[src/rtl/pipa_pulse_source.sv]
// pipa_pulse_source: three-axis PIPA emulator, sigma-delta torque pulses.
// Build option: define PIPA_BINARY_EN for binary (always-pulse) torquing.
module pipa_pulse_source #(
  parameter int RATE_W  = 12,
  parameter int ACC_W   = 16,
  parameter int THRESH  = 1024,
  parameter int PULSE_W = 4,
  parameter int CNT_W   = 16
) (
  input  logic                    clk,
  input  logic                    rst,
  input  logic                    enable,
  input  logic                    interrog,
  input  logic signed [RATE_W-1:0] rate_x,
  input  logic signed [RATE_W-1:0] rate_y,
  input  logic signed [RATE_W-1:0] rate_z,
  input  logic                    clr_counts,
  output logic                    PIPGXp,
  output logic                    PIPGXm,
  output logic                    PIPGYp,
  output logic                    PIPGYm,
  output logic                    PIPGZp,
  output logic                    PIPGZm,
  output logic signed [CNT_W-1:0] net_x,
  output logic signed [CNT_W-1:0] net_y,
  output logic signed [CNT_W-1:0] net_z,
  output logic                    busy,
  output logic                    overrun
);

  localparam logic [0:0] S_IDLE  = 1'b0;
  localparam logic [0:0] S_PULSE = 1'b1;

  localparam int WC_W = (PULSE_W > 1) ? $clog2(PULSE_W) : 1;
  localparam logic [WC_W-1:0] W_LAST = WC_W'(PULSE_W - 1);

  // Working width leaves headroom above the accumulator for the
  // add and the threshold step before saturation.
  localparam int SW = ACC_W + 2;
  localparam logic signed [SW-1:0] TH_P = SW'(THRESH);
  localparam logic signed [SW-1:0] TH_N = -TH_P;
  localparam logic signed [SW-1:0] A_MAX =
    {3'b000, {(ACC_W-1){1'b1}}};
  localparam logic signed [SW-1:0] A_MIN =
    {3'b111, {(ACC_W-1){1'b0}}};

  // One sigma-delta update: returns {plus, minus, next_acc}.
  function automatic logic [ACC_W+1:0] axis_step(
    input logic signed [ACC_W-1:0]  a,
    input logic signed [RATE_W-1:0] r
  );
    logic signed [SW-1:0] s;
    logic signed [SW-1:0] n;
    logic                 p;
    logic                 m;
    s = SW'(a) + SW'(r);
    p = 1'b0;
    m = 1'b0;
    n = s;
`ifdef PIPA_BINARY_EN
    if (!s[SW-1]) begin
      p = 1'b1;
      n = s - TH_P;
    end else begin
      m = 1'b1;
      n = s + TH_P;
    end
`else
    if (s >= TH_P) begin
      p = 1'b1;
      n = s - TH_P;
    end else if (s <= TH_N) begin
      m = 1'b1;
      n = s + TH_P;
    end
`endif
    if (n > A_MAX) begin
      n = A_MAX;
    end else if (n < A_MIN) begin
      n = A_MIN;
    end
    return {p, m, n[ACC_W-1:0]};
  endfunction

  function automatic logic [CNT_W-1:0] delta(
    input logic p,
    input logic m
  );
    if (p) return CNT_W'(1);
    else if (m) return '1;
    else return '0;
  endfunction

  logic [0:0]              state;
  logic [WC_W-1:0]         wcnt;
  logic                    irq_q;
  logic                    sample;
  logic                    start;
  logic                    win_end;
  logic signed [ACC_W-1:0] acc_x;
  logic signed [ACC_W-1:0] acc_y;
  logic signed [ACC_W-1:0] acc_z;
  logic [ACC_W+1:0]        nx_x;
  logic [ACC_W+1:0]        nx_y;
  logic [ACC_W+1:0]        nx_z;

  assign sample  = interrog & ~irq_q;
  assign busy    = (state == S_PULSE);
  assign start   = sample & enable & ~busy;
  assign win_end = busy & (wcnt == W_LAST);

  assign nx_x = axis_step(acc_x, rate_x);
  assign nx_y = axis_step(acc_y, rate_y);
  assign nx_z = axis_step(acc_z, rate_z);

  // Interrogation edge register
  always_ff @(posedge clk or negedge rst) begin
    if (!rst) irq_q <= 1'b0;
    else      irq_q <= interrog;
  end

  // Window FSM: IDLE until an accepted sample, then PULSE_W cycles
  always_ff @(posedge clk or negedge rst) begin
    if (!rst) begin
      state <= S_IDLE;
      wcnt  <= '0;
    end else begin
      unique case (state)
        S_IDLE: begin
          if (start) begin
            state <= S_PULSE;
            wcnt  <= '0;
          end
        end
        S_PULSE: begin
          if (wcnt == W_LAST) begin
            state <= S_IDLE;
            wcnt  <= '0;
          end else begin
            wcnt <= wcnt + WC_W'(1);
          end
        end
        default: state <= S_IDLE;
      endcase
    end
  end

  // Registered pulse lines, held for the whole shared window
  always_ff @(posedge clk or negedge rst) begin
    if (!rst) begin
      {PIPGXp, PIPGXm} <= 2'b00;
      {PIPGYp, PIPGYm} <= 2'b00;
      {PIPGZp, PIPGZm} <= 2'b00;
    end else if (start) begin
      {PIPGXp, PIPGXm} <= nx_x[ACC_W+1:ACC_W];
      {PIPGYp, PIPGYm} <= nx_y[ACC_W+1:ACC_W];
      {PIPGZp, PIPGZm} <= nx_z[ACC_W+1:ACC_W];
    end else if (win_end) begin
      {PIPGXp, PIPGXm} <= 2'b00;
      {PIPGYp, PIPGYm} <= 2'b00;
      {PIPGZp, PIPGZm} <= 2'b00;
    end
  end

  // Accumulators move only on an accepted sample
  always_ff @(posedge clk or negedge rst) begin
    if (!rst) begin
      acc_x <= '0;
      acc_y <= '0;
      acc_z <= '0;
    end else if (start) begin
      acc_x <= nx_x[ACC_W-1:0];
      acc_y <= nx_y[ACC_W-1:0];
      acc_z <= nx_z[ACC_W-1:0];
    end
  end

  // Net pulse counters and sticky overrun; clear beats a new pulse
  always_ff @(posedge clk or negedge rst) begin
    if (!rst) begin
      net_x   <= '0;
      net_y   <= '0;
      net_z   <= '0;
      overrun <= 1'b0;
    end else if (clr_counts) begin
      net_x   <= '0;
      net_y   <= '0;
      net_z   <= '0;
      overrun <= 1'b0;
    end else begin
      if (start) begin
        net_x <= net_x + delta(nx_x[ACC_W+1], nx_x[ACC_W]);
        net_y <= net_y + delta(nx_y[ACC_W+1], nx_y[ACC_W]);
        net_z <= net_z + delta(nx_z[ACC_W+1], nx_z[ACC_W]);
      end
      if (sample && enable && busy) overrun <= 1'b1;
    end
  end

endmodule
[config.mk]
export PLATFORM = sky130hd
export DESIGN_NAME = pipa_pulse_source
export DESIGN_NICKNAME = d
export VERILOG_FILES = /design/src/rtl/pipa_pulse_source.sv
export SDC_FILE = /design/constraint.sdc
export NUM_CORES = 1
export LEC_CHECK = 0
export CAP_MARGIN = 20
export CORE_ASPECT_RATIO = 0.6
export CORE_UTILIZATION = 54
export CTS_BUF_LIST = sky130_fd_sc_hd__clkbuf_8
export DETAILED_ROUTE_END_ITERATION = 12
export HOLD_SLACK_MARGIN = 0.1
export PLACE_DENSITY = 0.77
export SLEW_MARGIN = 40
export SYNTH_ARGS = -nofsm -noshare
export SYNTH_HDL_FRONTEND = slang
export SYNTH_SLANG_ARGS = --single-unit
[constraint.sdc]
create_clock -name clk -period 6.5 [get_ports clk]
set_clock_uncertainty 0.15 [all_clocks]
set_input_delay 1.3 -clock clk [delete_from_list [all_inputs] [get_ports clk]]
set_output_delay 1.3 -clock clk [all_outputs]
set_load 0.02 [all_outputs]
==> flow_summary.toml, run 1 <==
[outcome]
run_status = "finished with violations"
failed_checks = "negative setup slack"

[timing]
relSlewSlack_pct = 48.5
min_period_over_period_pct = 102
finalHoldViolCount = 0
finalSetupViolCount = 4
slew_violations = 0
setup_total_negative_slack_ns = -0.287
hold_slack_ns = 0.364
worst_pin_slew_ns = 0.770
max_freq_mhz = 152
worst_slack_ns = -0.0999
period_minus_slack_ns = 6.60

[clock_network]
root_buffer = "clkbuf_8"
path_clk_slew_ns = 0.14
worst_skew_pair.late_latency_ns = 0.42
clkSinkCount = 107
htreeDepth = 3
cts_buffers = 9
clock_path_buffers = 2
postCtsHoldBufs = 0
cts_tree = "yes"

[global_routing]
grt_start_max_net_pins = 73
grt_pass1_vias = 11000
antenna_found_initial = 0
grtUsageTotal_pct = 37.2
grt_overflow_total = 0
grt_pass1_wl_um = 55700

[synth]
syn_inst = 1186
synthTopCellsByArea = "dfrtp_1, ha_1, a21oi_1"
synthTopCellsByCount = "nand2_1, a21oi_1, dfrtp_1"
synth_ff_type = "dfrtp_1"
seq_area_frac_synth_pct = 27.1
synth-edff-count = 0
ys_ff_latch = 107
synth.most_common_cell = "nand2_1"
netlist_area_sq_um = 9880
ys_types = 97
synth.top_cell.area_share_pct = 27.1
async_flop_share_pct = 100
synth_area_leader_cell = "dfrtp_1"
syn_avg_cell_area_sq_um = 8.33
synth_fp_nets = 1336
ys_warn_count = 0

[floorplan]
die_h_um = 107
std_cell_rows = 37
fp.dieW_um = 177
io-pin-count = 97
die_area_sq_um = 18900
coreArea_sq_um = 17500
start_util_pct = 56.5

[pwr]
peakVddDrop_mv = 0.274
comb_power_share_pct = 81.7
power_density_nw_per_um2 = 575
clock_power_share_pct = 5.7
swShare_pct = 47.4
switchingPower_mw = 4.05
leakage_nw = 6.87
seqPwrFrac_pct = 12.6
p_int_mw = 4.50
total_power_mw = 8.54

[setup_path]
arrival_ns = 6.81
crit_start = "rate_x[2]"
worstPathMaxFanout = 4
ff2ff_path_depth = 35
critPathKind = "in2reg"
endpoint_kind = "flop"
critPathLaunchType = "primary input"
required_ns = 6.71
r2r-start = "acc_z[0]$_DFFE_PN0P_"

[job]
maxCapViolCount = 0

[finish]
post-route-util_pct = 84.8
final_cell_area_sq_um = 14800
fillers = 961
areaGrowthSynthToFinish_pct = 50.3
drive_above_1_share_pct = 34.1
num_antenna_cells = 0
nNetsFinal = 1774

[placed_design]
gp_congestion = 1.02
dpl_cell_area_sq_um = 13100
place_hpwl_um = 23300
port_buffers = 96

[route]
wirelength_um = 38000
wl_per_cell_um = 20.4
drc = 0
ant_nets = 0
viasPerCell = 6.38
vias = 11900
drt-pass1-iter-count = 6
drt_iter0_drc = 1403

[worst_hold_path]
hold_depth = 2
hold_start = "acc_x[15]$_DFFE_PN0P_"
min_path_type = "reg2reg"
-- final timing paths --
kind | end | slack, ns
worst max-delay path | net_x[12]$_DFFE_PN0P_ | -0.1
worst min-delay path | acc_x[15]$_DFFE_PN0P_ | 0.36
worst max register to register | net_z[4]$_DFFE_PN0P_ | 0.51
worst min register to register | acc_x[15]$_DFFE_PN0P_ | 0.36
max in group asynchronous | acc_y[4]$_DFFE_PN0P_ | 4.33
min in group asynchronous | net_z[2]$_DFFE_PN0P_ | 0.71
-- worst max-delay path, stage by stage --
cell             delay (ns)
clkdlybuf4s50_1        0.47
ha_2                   0.28
buf_6                  0.13
nand2b_4               0.09
a21oi_2                0.06
buf_4                  0.15
o211ai_1               0.35
a21oi_2                0.13
nand3b_1               0.28
nor3_4                 0.26
nand3_2                0.13
o31a_1                 0.33
or2_4                  0.30
ha_4                   0.18
fa_2                   0.37
a21o_1                 0.20
a21oi_2                0.14
o21bai_1               0.11
a21oi_2                0.21
o21ai_2                0.10
a211oi_2               0.27
nor2_2                 0.09
o41ai_2                0.31
buf_4                  0.18
xnor2_1                0.15
nand2_1                0.11
a21oi_2                0.14
-- state kept, by name (all words and copies together), names as in the netlist --
signal	flops
PIPGXm	1
PIPGXp	1
PIPGYm	1
PIPGYp	1
PIPGZm	1
PIPGZp	1
acc_x	16
acc_y	16
acc_z	16
busy	1
irq_q	1
net_x	16
net_y	16
net_z	16
overrun	1
wcnt	2
-- what timing repair did --
| item | in CTS | in global routing |
|---|---|---|
| setup buffers | 69 | 26 |
| cloned | 0 | 1 |
| pin swaps | 70 | 83 |
| gates resized for setup | 81 | 101 |
| endpoints found under the setup margin | 15 | 48 |
-- final cells by class --
| type | count | area (sq um) | area share, % |
|---|---|---|---|
| clock buffer | 9 | 124 | 0.834 |
| clock inverter | 7 | 95.1 | 0.641 |
| tap | 234 | 293 | 1.97 |
| sequential | 107 | 2680 | 18.0 |
| inverter | 48 | 180 | 1.21 |
| timing repair buffer | 467 | 3760 | 25.4 |
| multi-input combinational | 991 | 7710 | 51.9 |
-- per-stage QoR --
| step | worst slack, ns | instances |
|---|---|---|
| after floorplan | 0.00412 | 1186 |
| after global placement | -0.632 | 1751 |
| after detailed placement | -0.770 | 1751 |
| after CTS | 0.00562 | 1836 |
| after global routing | -0.314 | 1863 |
| final | -0.0999 | 1863 |
-- power by group through the flow --
stage	registers, mW	clock network (mW)	logic (mW)
6_report	1.08	0.483	6.98
3_5_place_dp	1.05	0	5.68
5_1_grt	1.09	0.504	7.39
4_1_cts	1.06	0.477	6.11
2_1_floorplan	1.04	0	3.29
3_3_place_gp	1.05	0	5.53
-- layer usage --
layer | vias to the layer above | routed length, um | track usage [%]
met4 | 0 | 1520 | 11.6
li1 | 5283 | - | -
met2 | 826 | 16700 | 58.2
met1 | 5607 | 15800 | 51.8
met5 | - | 0 | 0
met3 | 173 | 3990 | 7.16
-- placed cells by master (no fill, tap or decap), drive strengths merged, types with 8 or more instances in the layout --
cell / netlist / final
a211oi: 18 / 18
a21o: 27 / 27
a21oi: 121 / 121
a221o: 26 / 26
a31oi: 10 / 10
and2: 10 / 10
buf: 8 / 374
clkbuf: 29 / 13
clkdlybuf4s50: 0 / 80
dfrtp: 107 / 107
ha: 103 / 103
inv: 48 / 51
nand2: 138 / 138
nand2b: 16 / 16
nand3: 46 / 46
nand3b: 12 / 12
nor2: 87 / 87
nor2b: 12 / 12
nor3: 33 / 33
o211ai: 12 / 12
o21a: 13 / 13
o21ai: 60 / 60
o21bai: 8 / 8
o31a: 9 / 9
o31ai: 8 / 8
or2: 10 / 10
or3: 18 / 18
xnor2: 60 / 60
xor2: 17 / 17
-- logic make-up (layout without fill, tap and decap cells) --
kind of cell             Yosys count  in the layout  synth area share, %
XOR/XNOR                          77             77                 6.83
multiplexers                       5              5                0.519
AND/OR/NAND/NOR                  419            419                 20.9
adder cells (fa/ha/maj)          109            109                 14.3
buffers and inverters             88            531                 3.95
flip-flops                       107            107                 27.1
AO/OA/AOI/OAI                    381            381                 26.4
Power figures use the tool's default switching activity.
==> run 2, diff against run 1 <==
GPL_TIMING_DRIVEN = 0   (was unset)
==> run 2 against run 1 <==
  * The flow still finishes with violations (negative setup slack)
  * Sequential cell count is the same
  * Fmax is 2.2% lower
  * Clock power shrank 9.3%
  * First-iteration DRC count shrank 36%
  * Setup slack got worse by 0.15 ns
  * Combinational power shrank 14%
  * Non-clock buffer count decreased by 205
  * Cell count fell by 11%
  * Critical path type unchanged
  * Largest cell class unchanged
  * Largest power group unchanged
==> flow_summary.toml, run 2 (synthesis gave the netlist of run 1 again) <==
[finish]
num_antenna_cells = 0
drive_above_1_share_pct = 24.4
post-route-util_pct = 77.8
fillers = 1162
areaGrowthSynthToFinish_pct = 37.7
layout_common_cells = "nand2_1, buf_4, dfrtp_1, a21oi_1, nor2_1"
layout.cells.non_filler = 1658
layout_commonest_cell = "nand2_1"
nNetsFinal = 1569
final_cell_area_sq_um = 13600

[route]
wl_per_cell_um = 20.2
viasPerCell = 6.41
drt_iter0_drc = 900
ant_nets = 0
drc = 0
drt-pass1-iter-count = 5
vias = 10600
wirelength_um = 33500

[clock_network]
postCtsHoldBufs = 0
worst_skew_pair.late_latency_ns = 0.41
clkSinkCount = 107
cts_buffers = 9
root_buffer = "clkbuf_8"
path_clk_slew_ns = 0.12
cts_tree = "yes"
htreeDepth = 3
clock_path_buffers = 2

[pwr]
comb_power_share_pct = 79.7
power_density_nw_per_um2 = 551
swShare_pct = 49.6
seqPwrFrac_pct = 14.5
p_int_mw = 3.78
clock_power_share_pct = 5.8
peakVddDrop_mv = 0.300
switchingPower_mw = 3.72
leakage_nw = 5.94

[floorplan]
start_util_pct = 56.5
fp.dieW_um = 177
coreArea_sq_um = 17500
std_cell_rows = 37
die_h_um = 107
die_area_sq_um = 18900
io-pin-count = 97

[timing]
finalSetupViolCount = 13
relSlewSlack_pct = 50.4
slew_violations = 0
hold_slack_ns = 0.371
worst_slack_ns = -0.246
worst_pin_slew_ns = 0.743
max_freq_mhz = 148
min_period_over_period_pct = 104
rsz0062_at_grt = "true"
finalHoldViolCount = 0
period_minus_slack_ns = 6.75

[setup_path]
worstPathMaxFanout = 10
critPathLaunchType = "primary input"
arrival_ns = 6.88
critPathKind = "in2reg"
slowest_stage = "or4_4"
r2r_slack_ns = 0.32
ff2ff_path_depth = 30
cpMostUsedCell = "buf_4"
required_ns = 6.64
endpoint_kind = "flop"
cp_slowest_stage_delay_ns = 0.44

[placed_design]
placedCellCount = 1517
place_hpwl_um = 20800
gp_congestion = 0.948
dp_worst_setup_slack_ns = -1.39
dpl_cell_area_sq_um = 11300
port_buffers = 96

[global_routing]
grt_start_max_net_pins = 58
grt_overflow_total = 0
grt_pass1_wl_um = 49700
grt_pass1_vias = 9557
antenna_found_initial = 0
grtUsageTotal_pct = 33.0

[job]
maxCapViolCount = 0

[outcome]
failed_checks = "negative setup slack"
run_status = "finished with violations"

[worst_hold_path]
hold_depth = 1
min_path_type = "reg2reg"
## run 2: changes by cell type in the layout (fill, tap and decap cells not counted), sizes merged
cell           change
bufinv             -1
clkbuf            +24
dlygate4sd3        +2
bufbuf             +1
clkdlybuf4s50     -12
dlymetal6s2s      +11
buf              -231
clkinvlp           +1
## run 2: what timing repair did
action	in CTS	in global routing
pin swaps	74	106
gates resized for setup	125	126
cloned	2	0
endpoints found under the hold margin	0	0
setup buffers	68	60
endpoints found under the setup margin	27	30
## run 2: area by class of cell
| type | instances | area [sq um] | area share, % |
|---|---|---|---|
| tap | 234 | 293 | 2.15 |
| timing repair buffer | 227 | 2040 | 15.0 |
| inverter | 48 | 191 | 1.41 |
| multi-input combinational | 991 | 7980 | 58.6 |
| clock buffer | 9 | 124 | 0.910 |
| clock inverter | 7 | 76.3 | 0.561 |
| sequential | 107 | 2680 | 19.7 |
| buffer | 35 | 228 | 1.67 |
## run 2: path summary, 6_finish.rpt
| check | from | end |
|---|---|---|
| max reg2reg | acc_y[0]$_DFFE_PN0P_ | acc_y[6]$_DFFE_PN0P_ |
| min | wcnt[0]$_DFFE_PN0P_ | wcnt[0]$_DFFE_PN0P_ |
| max in group asynchronous | rst | net_y[13]$_DFFE_PN0P_ |
| min reg2reg | wcnt[0]$_DFFE_PN0P_ | wcnt[0]$_DFFE_PN0P_ |
| min in group asynchronous | rst | acc_y[9]$_DFFE_PN0P_ |
| max | rate_y[0] | acc_y[6]$_DFFE_PN0P_ |
## run 2: power groups by stage
| stage | Combinational [mW] | Clock (mW) | Sequential (mW) |
|---|---|---|---|
| final | 5.98 | 0.438 | 1.09 |
| after global routing | 6.39 | 0.462 | 1.11 |
| after CTS | 5.02 | 0.438 | 1.05 |
| after detailed placement | 4.24 | 0 | 1.05 |
| after global placement | 4.15 | 0 | 1.04 |
| after floorplan | 3.29 | 0 | 1.04 |
## run 2: through the flow
step / TNS, ns / power, mW
global placement: -60.55 / 5.19
finish: -2.25 / 7.50
CTS: 0 / 6.51
detailed placement: -25.21 / 5.29
floorplan: 0 / 4.33
global route: -3.65 / 7.96
## run 2: layer usage
| metal | GRT usage [%] | routed length [um] | vias up |
|---|---|---|---|
| li1 | - | - | 4883 |
| met1 | 48.6 | 14700 | 5080 |
| met2 | 50.6 | 15200 | 570 |
| met3 | 5.21 | 2940 | 92 |
| met4 | 7.20 | 699 | 0 |
| met5 | 0 | 0 | - |
## run 2: critical path, delay by kind of cell
kind	cells	cell delay [ns]
compound gates	6	1.69
fa+ha+maj	2	0.43
buf+inv	18	2.34
simple gates	5	1.12
